--- src/rtl/clk_div_gen.sv ---
// Multi-channel programmable clock divider: per-channel period, high time and enable,
// with shadowed configuration applied glitch-free at period boundaries.
module clk_div_gen #(
  parameter int NUM_CH      = 4,
  parameter int CNT_W       = 16,
  parameter int DEFAULT_DIV = 100,
  localparam int CH_W       = (NUM_CH > 1) ? $clog2(NUM_CH) : 1
) (
  input  logic              clk,
  input  logic              rst_n,
  input  logic [NUM_CH-1:0] ch_en,
  input  logic              sync_start,
  input  logic              cfg_we,
  input  logic [CH_W-1:0]   cfg_ch,
  input  logic [CNT_W-1:0]  cfg_div,
  input  logic [CNT_W-1:0]  cfg_high,
  output logic [NUM_CH-1:0] clk_out,
  output logic [NUM_CH-1:0] tick,
  output logic              cfg_err
);

  localparam logic [CNT_W-1:0] DEF_DIV  = CNT_W'(DEFAULT_DIV);
  localparam logic [CNT_W-1:0] DEF_HIGH = CNT_W'(DEFAULT_DIV / 2);
  localparam logic [0:0]       ST_IDLE  = 1'b0;
  localparam logic [0:0]       ST_RUN   = 1'b1;

  logic [31:0] ch_idx;
  logic        cfg_bad;
  logic        cfg_ok;
  logic        cfg_err_d;
  logic        cfg_err_q;

  // Index is widened so the range check stays meaningful for non power-of-two NUM_CH.
  always_comb begin
    ch_idx    = 32'(cfg_ch);
    cfg_bad   = (ch_idx >= $unsigned(NUM_CH)) ||
                (cfg_div < CNT_W'(2)) ||
                (cfg_high == '0) ||
                (cfg_high >= cfg_div);
    cfg_ok    = cfg_we && !cfg_bad;
    cfg_err_d = cfg_we && cfg_bad;
  end

  always_ff @(posedge clk or negedge rst_n) begin
    if (!rst_n) begin
      cfg_err_q <= 1'b0;
    end else begin
      cfg_err_q <= cfg_err_d;
    end
  end

  assign cfg_err = cfg_err_q;

  genvar gi;
  generate
    for (gi = 0; gi < NUM_CH; gi++) begin : g_ch
      logic [0:0]       st_q,    st_d;
      logic [CNT_W-1:0] cnt_q,   cnt_d;
      logic [CNT_W-1:0] div_q,   div_d;
      logic [CNT_W-1:0] high_q,  high_d;
      logic [CNT_W-1:0] sdiv_q,  sdiv_d;
      logic [CNT_W-1:0] shigh_q, shigh_d;
      logic             pend_q,  pend_d;
      logic             out_q,   out_d;
      logic             tick_q,  tick_d;
      logic [CNT_W-1:0] cnt_inc;
      logic             wrap;
      logic             apply;
      logic             wr;

      always_comb begin
        wr      = cfg_ok && (ch_idx == $unsigned(gi));
        cnt_inc = (cnt_q == div_q - 1'b1) ? '0 : cnt_q + 1'b1;
        wrap    = (cnt_inc == '0);
        st_d    = st_q;
        cnt_d   = cnt_q;
        out_d   = out_q;
        tick_d  = 1'b0;
        apply   = 1'b0;
        if (!ch_en[gi]) begin
          st_d  = ST_IDLE;
          cnt_d = '0;
          out_d = 1'b0;
          apply = (st_q == ST_IDLE);
        end else if ((st_q == ST_IDLE) || sync_start) begin
          // Channel start and sync restart both begin a fresh period at phase 0.
          st_d   = ST_RUN;
          cnt_d  = '0;
          out_d  = 1'b1;
          tick_d = 1'b1;
          apply  = 1'b1;
        end else begin
          cnt_d  = cnt_inc;
          apply  = wrap;
          tick_d = wrap;
          out_d  = wrap ? 1'b1 : (cnt_inc < high_q);
        end

        div_d   = div_q;
        high_d  = high_q;
        pend_d  = pend_q;
        sdiv_d  = sdiv_q;
        shigh_d = shigh_q;
        if (apply && pend_q) begin
          div_d  = sdiv_q;
          high_d = shigh_q;
          pend_d = 1'b0;
        end
        // A write landing on an apply edge becomes the next pending value.
        if (wr) begin
          sdiv_d  = cfg_div;
          shigh_d = cfg_high;
          pend_d  = 1'b1;
        end
      end

      always_ff @(posedge clk or negedge rst_n) begin
        if (!rst_n) begin
          st_q    <= ST_IDLE;
          cnt_q   <= '0;
          div_q   <= DEF_DIV;
          high_q  <= DEF_HIGH;
          sdiv_q  <= DEF_DIV;
          shigh_q <= DEF_HIGH;
          pend_q  <= 1'b0;
          out_q   <= 1'b0;
          tick_q  <= 1'b0;
        end else begin
          st_q    <= st_d;
          cnt_q   <= cnt_d;
          div_q   <= div_d;
          high_q  <= high_d;
          sdiv_q  <= sdiv_d;
          shigh_q <= shigh_d;
          pend_q  <= pend_d;
          out_q   <= out_d;
          tick_q  <= tick_d;
        end
      end

      assign clk_out[gi] = out_q;
      assign tick[gi]    = tick_q;
    end
  endgenerate

endmodule

--- config.mk ---
export PLATFORM = sky130hd
export DESIGN_NAME = clk_div_gen
export DESIGN_NICKNAME = d
export VERILOG_FILES = /design/src/rtl/clk_div_gen.sv
export SDC_FILE = /design/constraint.sdc
export NUM_CORES = 1
export LEC_CHECK = 0
export CELL_PAD_IN_SITES_DETAIL_PLACEMENT = 0
export CELL_PAD_IN_SITES_GLOBAL_PLACEMENT = 2
export CORE_MARGIN = 1
export CORE_UTILIZATION = 38
export CTS_CLUSTER_SIZE = 25
export DETAILED_ROUTE_END_ITERATION = 16
export PLACE_DENSITY = 0.83
export SLEW_MARGIN = 25
export SYNTH_ARGS = -nofsm -noshare
export SYNTH_HDL_FRONTEND = slang
export SYNTH_SLANG_ARGS = --single-unit
--- constraint.sdc ---
create_clock -name clk -period 4.19 [get_ports clk]
set_input_delay 0.6285 -clock clk [delete_from_list [all_inputs] [get_ports clk]]
set_output_delay 0.6285 -clock clk [all_outputs]
set_load 0.02 [all_outputs]
; After elaboration in Yosys (flattened, before gate mapping)
; Index checks and enable logic that the tools add are counted.
[word_totals]
regBits = 337
inputBits = 42
output_inout_bits = 9
[classes]
add_sub_neg = 8
order_cmp = 6
n_eq_ne = 11
muxes = 52
n_bitwise = 4
n_reduce_logical = 27
[op_table]
columns = cell, count
row1 = $mux 16, 12
row2 = $logic_not 16->1, 5
row3 = $add 16x1->16 const B, 4
row4 = $eq 16x16->1, 4
row5 = $lt 16x16->1, 4
row6 = $sub 16x1->16 const B, 4
row7 = $mux 1, 40
row8 = $logic_not 32->1, 1
row9 = $ge 16x16->1, 1
row10 = $lt 16x2->1 const B, 1
row11 = $logic_and 1x1->1, 10
row12 = $ne 2x1->1 const B, 4
row13 = $reduce_bool 2->1, 4
row14 = $logic_or 1x1->1, 6
row15 = $eq 2x2->1 const B, 2
row16 = $not 1->1, 4
row17 = $eq 2x1->1 const B, 1
row18 = $logic_not 1->1, 1

; Depth between registers and ports, before layout
; Gate-level depths: netlist (run 1).
[logic_depth]
ltp_word = 9
mapped_depth = 22
depth_no_buf = 18

; Least setup slack after synthesis (run 1)
; Ideal clock, no wire load.
[synth_path]
path_kind = register to register
startpoint = register g_ch[0].div_q[0]
endpoint = register g_ch[0].out_q
t_arrival_ns = 4.389
t_required_ns = 4.064
setup_slack_ns = -0.325
path_stages_with_launch = 23
path_buffers = 4
synth_period_minus_slack_ns = 4.515
cell_sequence = dfrtp_1 clkbuf_1 inv_1 ha_1 or4b_1 buf_2 xor2_1 or4b_1 and3_1 nor4_1 and3_1 buf_4 clkbuf_1 nor2_1 ha_1 a21oi_1 nor2b_1 o21ai_0 a21oi_1 o21a_1 o21ai_0 a32o_1 a311o_1
[synth_between]
elab_chain_len = 7
[synth_lines]
columns = element, line_no
row1 = start: declaration, 59  ; logic [CNT_W-1:0] div_q, div_d;
row2 = start signal: assignment, 131  ; div_q <= div_d;
row3 = $sub 16x1->16 *, 73  ; cnt_inc = (cnt_q == div_q - 1'b1) ? '0 : cnt_q + 1'b1;
row4 = $eq 16x16->1 *, 73
row5 = $mux 16 *, 73
row6 = $lt 16x16->1 / $logic_not 16->1 (equally long branches), "96, 74"
row7 = $mux 1 *, 96  ; out_d = wrap ? 1'b1 : (cnt_inc < high_q);
row8 = $mux 1 *, 85  ; end else if ((st_q == ST_IDLE) || sync_start) begin
row9 = $mux 1 *, 80  ; if (!ch_en[gi]) begin
row10 = net g_ch[0].out_d, 64  ; logic out_q, out_d;
row11 = end signal: assignment, 136  ; out_q <= out_d;
row12 = end: declaration, 64
; Mark *: on every way through the listed nets, which the timed path passes. The rest lies on a longest branch.
; A chain may end at the register's enable or synchronous reset.

; Final worst setup path (run 1)
[layout_path]
startpoint = register g_ch[0].div_q[1]
endpoint = register g_ch[0].out_q
; Same word-level chain as after synthesis.

==> implementation parameters, run 1 <==
Parameter                              Value

Outcome
  Outcome ... finished, final reports clean

Detailed routing
  ANT nets after route ... 0
  Remaining design rule violation count ... 0
  Total via count in the routed design ... between 10,000 and 15,000
  First-pass DRT Iterations ... 4
  Total detailed-routing wirelength ... 48,100 um
  Routed via count divided by cell count ... around 5.3
  Iteration-0 DRC count of the detailed router ... just over 700
  Per-cell routed wire length ... 19.5 um

Power
  Total design power ... 12.5 mW
  Sequential fraction of design power ... 41.0%
  Maximum resistive drop on vdd ... between 0.3 and 0.4 mV
  Cell area power density ... between 500 and 600 nW/um^2
  Net Sw Frac ... between 30% and 40%
  Leakage power ... 9.63 nW
  Clock network power share ... between 20% and 30%
  Internal power summed over all cells ... between 8 and 9 mW
  Switch Pwr ... around 3.9 mW
  Fraction of power consumed by combinational cells ... roughly 30%

Timing
  Period utilization ... about 96%
  Number of setup violations in the final report ... 0
  Pin slew with the least headroom to its limit ... a little under 1 ns
  Unrepaired setup endpoints after global routing ... true
  Worst clock skew ... 0.0205 ns
  Maximum clock frequency ... around 250 MHz
  Final hold slack ... about 0.056 ns
  Setup TNS ... 0 ns
  Worst-case headroom to the max-slew limit ... between 30% and 40%
  Number of pins exceeding their max-slew limit in the final report ... 0
  Minimum clock period after layout ... 4.01 ns
  Final count of hold timing violations ... 0

Synth
  Ys flop type ... sky130_fd_sc_hd__dfrtp_1
  Number of synthesized register bits ... approximately 340
  Combined area of all synthesized cells ... ~19,000 sq um
  Part of the Yosys area used for sequential elements ... between 40% and 50%
  Nets in the synthesized netlist ... approximately 1,800
  Count of flip-flops with a built-in enable after synthesis ... 0
  Post-Syn Area per Cell ... around 11 sq um
  Synthesis Warnings ... 0
  Gate Count Post-Synth ... 1,691
  Asr flop ratio synth ... 100%
  Unique masters post-synth ... 82

Clock tree
  Clock slew seen by the registers of the worst setup and hold paths ... around 0.060 ns
  Longest Clk Path Bufs ... 3
  TritonCTS Buffers ... 39
  Worst skew pair latency ... ~0.57 ns
  Root buf cell ... sky130_fd_sc_hd__clkbuf_16
  Number of hold-repair buffers added at the cts stage ... 0
  Number of sinks on the clock net ... roughly 340
  Clock tree from TritonCTS ... built
  Htree depth ... 2

Global routing
  Pin count of the biggest net entering global routing ... 131
  First-pass GRT wire length ... roughly 76,000 um
  Grt total ovfl ... 0
  Antenna violations before repair ... 7
  GRT Overall Usage ... between 10% and 20%
  Number of global-route vias before repair ... 13,198

Worst setup path
  Capturing instance or port of the critical path ... g_ch[0].out_q
  Worst EP required ... ~4.6 ns
  Critical register-to-register path startpoint ... g_ch[0].div_q[1]
  Endpoint of the lowest-slack register-to-register path ... g_ch[0].out_q
  Internal reg-to-reg setup slack ... ~0.18 ns
  Launching element of the worst setup path ... g_ch[0].div_q[1]
  Kind of end point of the critical path ... register
  CP Max Fanout ... 7
  Startpoint class of the critical path ... register
  Arrival @ worst endpoint ... 4.44 ns
  Crit Path Class ... reg -> reg
  Worst reg-to-reg path cell count ... 18

Floorplanning
  Die area ... 50,100 sq um
  Cell row count ... 80
  Initial standard-cell utilization of the core ... ~39%
  X dimension of the die ... between 200 and 250 um
  Standard cell core area ... 48,100 sq um
  Die Y ... 224 um
  I/O pin count ... roughly 50

Final layout
  Area delta synth->final ... 17.3%
  Final design area excluding fillers ... 21,900 sq um
  Final Non-Filler Cells ... roughly 2,500
  Total number of nets in the final design ... 1,907
  Share of layout cells above drive strength 1 ... between 20% and 30%

Placement
  Count of input and output buffers ... 50
  Instance area at placement ... 20,400 sq um
  Placed insts ... between 2,000 and 2,500
  Weighted congestion at the end of routability-driven global placement ... between 0.8 and 0.9
  Final HPWL DP ... 35,000 um

Job
  Max-cap violations ... 0

Hold path
  Hold Path Class ... in -> async
registers in the layout, indices dropped and copies added (netlist names):
register,flops
g_ch.shigh_q,64
g_ch.out_q,4
g_ch.pend_q,4
g_ch.st_q,4
g_ch.sdiv_q,64
g_ch.cnt_q,64
g_ch.tick_q,4
cfg_err,1
g_ch.high_q,64
g_ch.div_q,64
worst min-delay path by stage:
stage,startpoint,depth (start not counted),endpoint,slack (ns)
finish,rst_n,1,g_ch[0].shigh_q[11],0.06
CTS,rst_n,1,g_ch[0].cnt_q[6],0.21
global route,rst_n,1,g_ch[0].shigh_q[11],0.08
global placement,g_ch[3].shigh_q[7],1,g_ch[3].high_q[7],0.46
detailed placement,g_ch[3].shigh_q[7],1,g_ch[3].high_q[7],0.47
floorplan,rst_n,0,cfg_err,0.33
critical path: stages (launching register included):
cell and delay (ns):
sky130_fd_sc_hd__dfrtp_1 0.38, sky130_fd_sc_hd__inv_1 0.06, sky130_fd_sc_hd__ha_2 0.16, sky130_fd_sc_hd__or4b_4 0.46, sky130_fd_sc_hd__xor2_1 0.15, sky130_fd_sc_hd__or4b_1 0.46, sky130_fd_sc_hd__and3_4 0.17, sky130_fd_sc_hd__nor4_4 0.29
sky130_fd_sc_hd__and3_4 0.27, sky130_fd_sc_hd__nor2_2 0.06, sky130_fd_sc_hd__ha_1 0.32, sky130_fd_sc_hd__a21oi_2 0.07, sky130_fd_sc_hd__nor2b_1 0.10, sky130_fd_sc_hd__o21ai_1 0.09, sky130_fd_sc_hd__a21oi_2 0.15, sky130_fd_sc_hd__o21a_1 0.13
sky130_fd_sc_hd__o21ai_0 0.07, sky130_fd_sc_hd__a32o_1 0.22, sky130_fd_sc_hd__a311o_1 0.27
logic make-up after synthesis:
family,Yosys count,share of synthesized area [%]
buf+inv,201,4.54
mux,268,17.3
simple gates,482,13.7
xor+xnor,138,6.47
compound gates,180,6.85
fa+ha+maj,85,5.68
flops,337,45.4
layout make-up:
class,instances,area [sq um]
sequential,337,8490
clock inverter,25,328
fill,4446,26200
tap,656,821
antenna,2,5.00
multi-input combinational,1153,9530
timing repair buffer,138,1280
clock buffer,47,1060
inverter,112,420
timing repair:
item / in CTS / in global routing
resized for setup: 1 / 25
pin swaps: 0 / 13
endpoints found under the setup margin: 1 / 3
endpoints found under the hold margin: 0 / 0
buffers inserted: 0 / 3
metal layers:
metal	vias up	global-route usage, %	part of all wire [%]
met5	-	0	0.056
met2	254	30.2	45
met1	6599	28.3	48
met3	72	3.20	5.0
li1	6173	-	-
met4	4	5.92	2.3
Yosys cell counts (all sizes together), types with 6 or more instances:
library cell	instances	share of area, %
clkbuf	67	1.3
inv	112	2.2
xnor2	80	3.7
nand4b	11	0.52
o21ai	33	0.88
nand2b	12	0.40
and4	13	0.62
and2	7	0.23
dfstp	48	6.7
xor2	58	2.7
a21o	21	0.84
nor2b	17	0.57
mux2i	9	0.48
or4b	8	0.43
nor2	174	3.5
nand2	35	0.72
or4	10	0.44
nor3	31	0.83
dfrtp	289	39
o31ai	10	0.40
ha	84	5.6
or3	8	0.27
nand4	45	1.5
a21oi	42	1.1
and3	21	0.70
nand3	38	1.0
mux2	259	17
nor4	29	1.0
buf	22	0.95
a31oi	6	0.23
o21a	6	0.24
cell usage in the layout (no fill, tap or decap), types with 11 or more instances in the layout:
master and n:
sky130_fd_sc_hd__dfrtp_1 289, sky130_fd_sc_hd__mux2_2 192, sky130_fd_sc_hd__nor2_1 171, sky130_fd_sc_hd__inv_1 111, sky130_fd_sc_hd__ha_1 81, sky130_fd_sc_hd__xnor2_1 80, sky130_fd_sc_hd__buf_4 79, sky130_fd_sc_hd__mux2_4 60
sky130_fd_sc_hd__xor2_1 58, sky130_fd_sc_hd__clkdlybuf4s50_1 49, sky130_fd_sc_hd__dfstp_2 48, sky130_fd_sc_hd__nand4_1 45, sky130_fd_sc_hd__clkbuf_16 40, sky130_fd_sc_hd__nand3_1 38, sky130_fd_sc_hd__nand2_1 34, sky130_fd_sc_hd__a21oi_1 33
sky130_fd_sc_hd__o21ai_0 31, sky130_fd_sc_hd__nor3_1 30, sky130_fd_sc_hd__nor4_1 26, sky130_fd_sc_hd__a21o_1 21, sky130_fd_sc_hd__and3_1 18, sky130_fd_sc_hd__nor2b_1 17, sky130_fd_sc_hd__nand2b_1 12, sky130_fd_sc_hd__and4_1 12
sky130_fd_sc_hd__clkinv_2 12, sky130_fd_sc_hd__nand4b_1 11
power groups by stage:
stage | sequential, mW | clock [mW] | combinational, mW
2_1_floorplan | 4.93 | 0 | 2.74
5_1_grt | 5.29 | 3.88 | 4.13
3_3_place_gp | 5.16 | 0 | 3.60
6_report | 5.14 | 3.69 | 3.72
3_5_place_dp | 5.20 | 0 | 3.68
4_1_cts | 5.15 | 3.79 | 3.70
stage by stage:
step                setup slack, ns  utilization (%)
floorplan                   -0.0237                -
global placement              0.137             42.3
global route               -0.00967             45.6
detailed placement           0.0114             42.3
finish                        0.176             45.6
CTS                          0.0241             45.2
Note: power is estimated with default switching activity, not from simulation.
==> inputs of run 2 (changes only) <==
- ABC_CLOCK_PERIOD_IN_PS: unset -> 4190
==> results of run 2 <==
No change in the layout: final DEF, timing and power equal those of run 1.
==> patch 1: new RTL, flow settings as in run 1 <==
The output `cfg_err` loses its register stage (`cfg_err_q` becomes a continuous assignment).
--- a/src/rtl/clk_div_gen.sv
+++ b/src/rtl/clk_div_gen.sv
@@ -43,9 +43,3 @@
 
-  always_ff @(posedge clk or negedge rst_n) begin
-    if (!rst_n) begin
-      cfg_err_q <= 1'b0;
-    end else begin
-      cfg_err_q <= cfg_err_d;
-    end
-  end
+  assign cfg_err_q = cfg_err_d;
 
Formal check against the unedited RTL: not equivalent (Yosys sat finds a counterexample within 4 cycles, from zero or initial values and one cycle with rst_n low).
==> patch 1 against run 1 <==
  * Final area decreased by 2.1%
  * Synthesized area decreased by 1.0%
  * Sequential cell count decreased by 1
  * Critical path depth decreased by 2
  * Setup slack got worse by 0.085 ns
  * Final cell count decreased by 0.89%
  * Highest routed layer is now met4
  * Sequential power about the same
  * Routed wire length increased by 2.4%
  * Critical endpoint is now g_ch[3].out_q
  * Power decreased by 6.4%
  * Critical path type unchanged
==> patch 1: results (changes against run 1) <==
sequential cell count = 336 (-0.30%)
first-pass GRT wire length = 77.9 mm (+2.4%)
Clock-cell share = 0.0573 (-0.00587)
Crit path largest cell delay = 0.56 ns (+0.10 ns)
Post-DP HPWL = 35.1 mm (+0.30%)
number of global-route vias before repair = 13,100 (-0.66%)
antenna violations before repair = 2 (-5)
Data buffer area share = 0.0573 (-0.000962)
Non-clk invs = 108 (-3.6%)
Worst VDD drop = 0.233 mV (-29%)
vias per cell = 5.39 (+1.5%)
ant diodes = 0 (-2)
Synthesized Nets = 1,845 (+1.5%)
share of cells above drive strength 1 = 0.198 (-0.0818)
global-route usage over all layers = 0.203 (+0.00654)
Num CTS Buffers = 38 (-2.6%)
Crit path arrival time = 4.59 ns (+0.15 ns)
commonest cells in the netlist = dfrtp_1, nor2_1, mux2_2
slowest cell on the critical path = or4_4
WL final = 49.2 mm (+2.4%)
cell area after placement = 0.0201 sq mm (-1.5%)
initial drt markers = 742 (+2.3%)
outcome = complete, no violations
largest fanout on the critical path = 5 (-2)
Buffers excl. clock = 134 (-2.9%)
Seq/Total Area, Yosys = 0.458 (+0.00344)
Final #Nets = 1,930 (+1.2%)
register area = 0.00847 sq mm (-0.27%)
area of the multi-input gates = 0.00937 sq mm (-1.7%)
DR WL/cell = 20.1 um (+3.3%)
CLK BUF = 60 (+28%)
largest net degree at the start of global routing = 104 (-21%)
Avg Cell Area, Syn = 10.8 sq um (-2.7%)
top area cells in the synthesized netlist = dfrtp_1, mux2_2, dfstp_2
patch 1: final timing paths:
| kind | from | endpoint | slack [ns] | cells after the start |
|---|---|---|---|---|
| worst min register to register | g_ch[1].shigh_q[13] | g_ch[1].high_q[13] | 0.48 | 1 |
| max in group asynchronous | rst_n | g_ch[3].sdiv_q[6] | 3.06 | 2 |
| min in group clk | g_ch[1].shigh_q[13] | g_ch[1].high_q[13] | 0.48 | 1 |
| worst min-delay path | rst_n | g_ch[2].div_q[8] | 0.1 | 1 |
| worst max register to register | g_ch[3].div_q[3] | g_ch[3].out_q | 0.09 | 16 |
| worst max-delay path | g_ch[3].div_q[3] | g_ch[3].out_q | 0.09 | 16 |
patch 1: what timing repair did:
item	CTS	global route
gates cloned	0	1
resized for setup	2	23
buffers inserted	0	6
setup endpoints to repair	1	5
pin swaps	0	2
endpoints found under the hold margin	0	0
patch 1: per-stage QoR:
stage	total power, uW	util	setup slack, ns
finish	11700	0.449	0.0909
global route	12500	0.449	-0.116
CTS	11700	0.446	0.00500
detailed placement	8360	0.420	-0.0327
global placement	8240	0.420	-0.0181
floorplan	7270	-	0.0260
patch 1: kinds of logic (layout without fill, tap and decap cells):
family,after synthesis,in the layout,synth area share
compound gates,210,210,0.0843
buf+inv,198,311,0.0447
flops,336,336,0.458
fa+ha+maj,84,84,0.0568
xor+xnor,136,136,0.0644
simple gates,520,521,0.149
mux,235,235,0.143
patch 1: layer usage:
metal / track usage / routed length, um / vias to the layer above
met1: 0.286 / 23400 / 6623
li1: - / - / 6245
met2: 0.317 / 22300 / 234
met3: 0.0291 / 1740 / 84
met5: 0 / 0 / -
met4: 0.0736 / 1750 / 0
patch 1: power by group:
group,total [uW],internal [uW],switching [uW]
Sequential,5140,4340,803
Clock,3310,1940,1370
Combinational,3290,1700,1580
==> patch 2: new RTL, flow settings as in run 1 <==
Without the edit above. Change the parameter `NUM_CH` from 4 to 8.
--- a/src/rtl/clk_div_gen.sv
+++ b/src/rtl/clk_div_gen.sv
@@ -3,3 +3,3 @@
 module clk_div_gen #(
-  parameter int NUM_CH      = 4,
+  parameter int NUM_CH      = 8,
   parameter int CNT_W       = 16,
Ports: changed (resized cfg_ch, ch_en, clk_out and tick); port bits go from 51 to 64. No check against the original RTL was run, so the function may have changed too.
==> patch 2 against run 1 <==
  * Combinational power rose by 110%
  * Largest cell class unchanged
  * Routed wire length increased by 100%
  * Sequential cell count increased by 336
  * Power grew 99%
  * Utilization shrank 0.66 points
  * Synthesized area up 95%
  * Final area increased by 94%
  * Setup slack lost 0.12 ns
  * Via count grew 93%
  * Die area rose by 94%
  * Non-clock buffer count is 131 higher
  * Largest power group unchanged
  * Hold slack better by 0.42 ns
==> patch 2: results (changes against run 1) <==
outcome = complete, no violations
path depth of the worst reg2reg path = 19 (+1)
fraction of area in multi-input gates = 0.429 (-0.00607)
critical path startpoint = g_ch[7].div_q[0]
Hold Slack = 0.479 ns (+0.423 ns)
Final GP Congestion = 0.856 (+0.26%)
f_max = 0.242 GHz (-2.9%)
Final #Nets = 3,685 (+93%)
largest net degree at the start of global routing = 94 (-28%)
Crit path arrival time = 4.68 ns (+0.24 ns)
filler instances = 8,912 (+100%)
first-pass GRT wire length = 151 mm (+98%)
Distinct cells, synth = 93 (+13%)
Pwr Density = 584 mW/mm^2 (+2.1%)
cell area after placement = 0.0397 sq mm (+95%)
P_sw = 7950 uW (+100%)
commonest cells in the netlist = dfrtp_1, mux2_2, nor2_1
Placed Cells = 4,664 (+95%)
Worst VDD drop = 0.299 mV (-9.3%)
DR pass1 iterations = 5 (+1)
Buffers excl. clock = 269 (+95%)
Port Buffers = 63 (+26%)
Yosys reg bits = 673 (+100%)
largest fanout on the critical path = 6 (-1)
number of global-route vias before repair = 25,200 (+91%)
Synthesized Nets = 3,523 (+94%)
DIE AREA = 0.0972 sq mm (+94%)
met3 WL = 4.65 mm (+93%)
Seq/Total Area, Yosys = 0.465 (+0.0110)
top area cells in the synthesized netlist = dfrtp_1, mux2_2, dfstp_2
Post-Route Utilization = 0.449 (-0.00659)
Post-DP HPWL = 70.0 mm (+100%)
Num CTS Buffers = 77 (+97%)
pre-CTS setup slack = -0.0661 ns (-0.0775 ns)
global-route met1 utilization = 0.284 (+0.000594)
clock latency at the later pin of the worst-skew pair = 0.63 ns (+0.06 ns)
Slew @ Worst Pin = 0.921 ns (-0.0535 ns)
initial drt markers = 1,665 (+130%)
global-route usage over all layers = 0.200 (+0.00385)
clock skew = 0.0157 ns (-0.00480 ns)
met2 wire length = 44.2 mm (+110%)
share of cells above drive strength 1 = 0.281 (+0.00169)
## patch 2: cell count changes after synthesis, sizes merged, moves of 57 or more
cell	change
inv	+79
xnor2	+65
nand2	+57
clkbuf	+66
dfrtp	+288
nor2	+161
xor2	+68
ha	+68
mux2	+262
## patch 2: kinds of logic after synthesis
logic type,Yosys count,share of synthesized area
multiplexers,531,0.167
XOR/XNOR,272,0.0657
AO/OA/AOI/OAI,340,0.0653
adder cells (fa/ha/maj),152,0.0522
AND/OR/NAND/NOR,978,0.141
flip-flops,673,0.465
buffers and inverters,378,0.0438
## patch 2: critical path, cell delays in order (launching register included)
cell     delay [ns]
dfrtp_1        0.40
inv_1          0.07
ha_2           0.17
or4b_4         0.48
nor4_4         0.23
xnor2_1        0.08
a21oi_1        0.12
or4b_4         0.50
nor4_4         0.30
buf_6          0.17
nor2_4         0.04
ha_4           0.22
a21o_1         0.15
a21o_1         0.17
a21o_1         0.14
a21o_1         0.18
a21oi_2        0.15
o21ai_2        0.09
nor4b_2        0.27
a211o_1        0.14
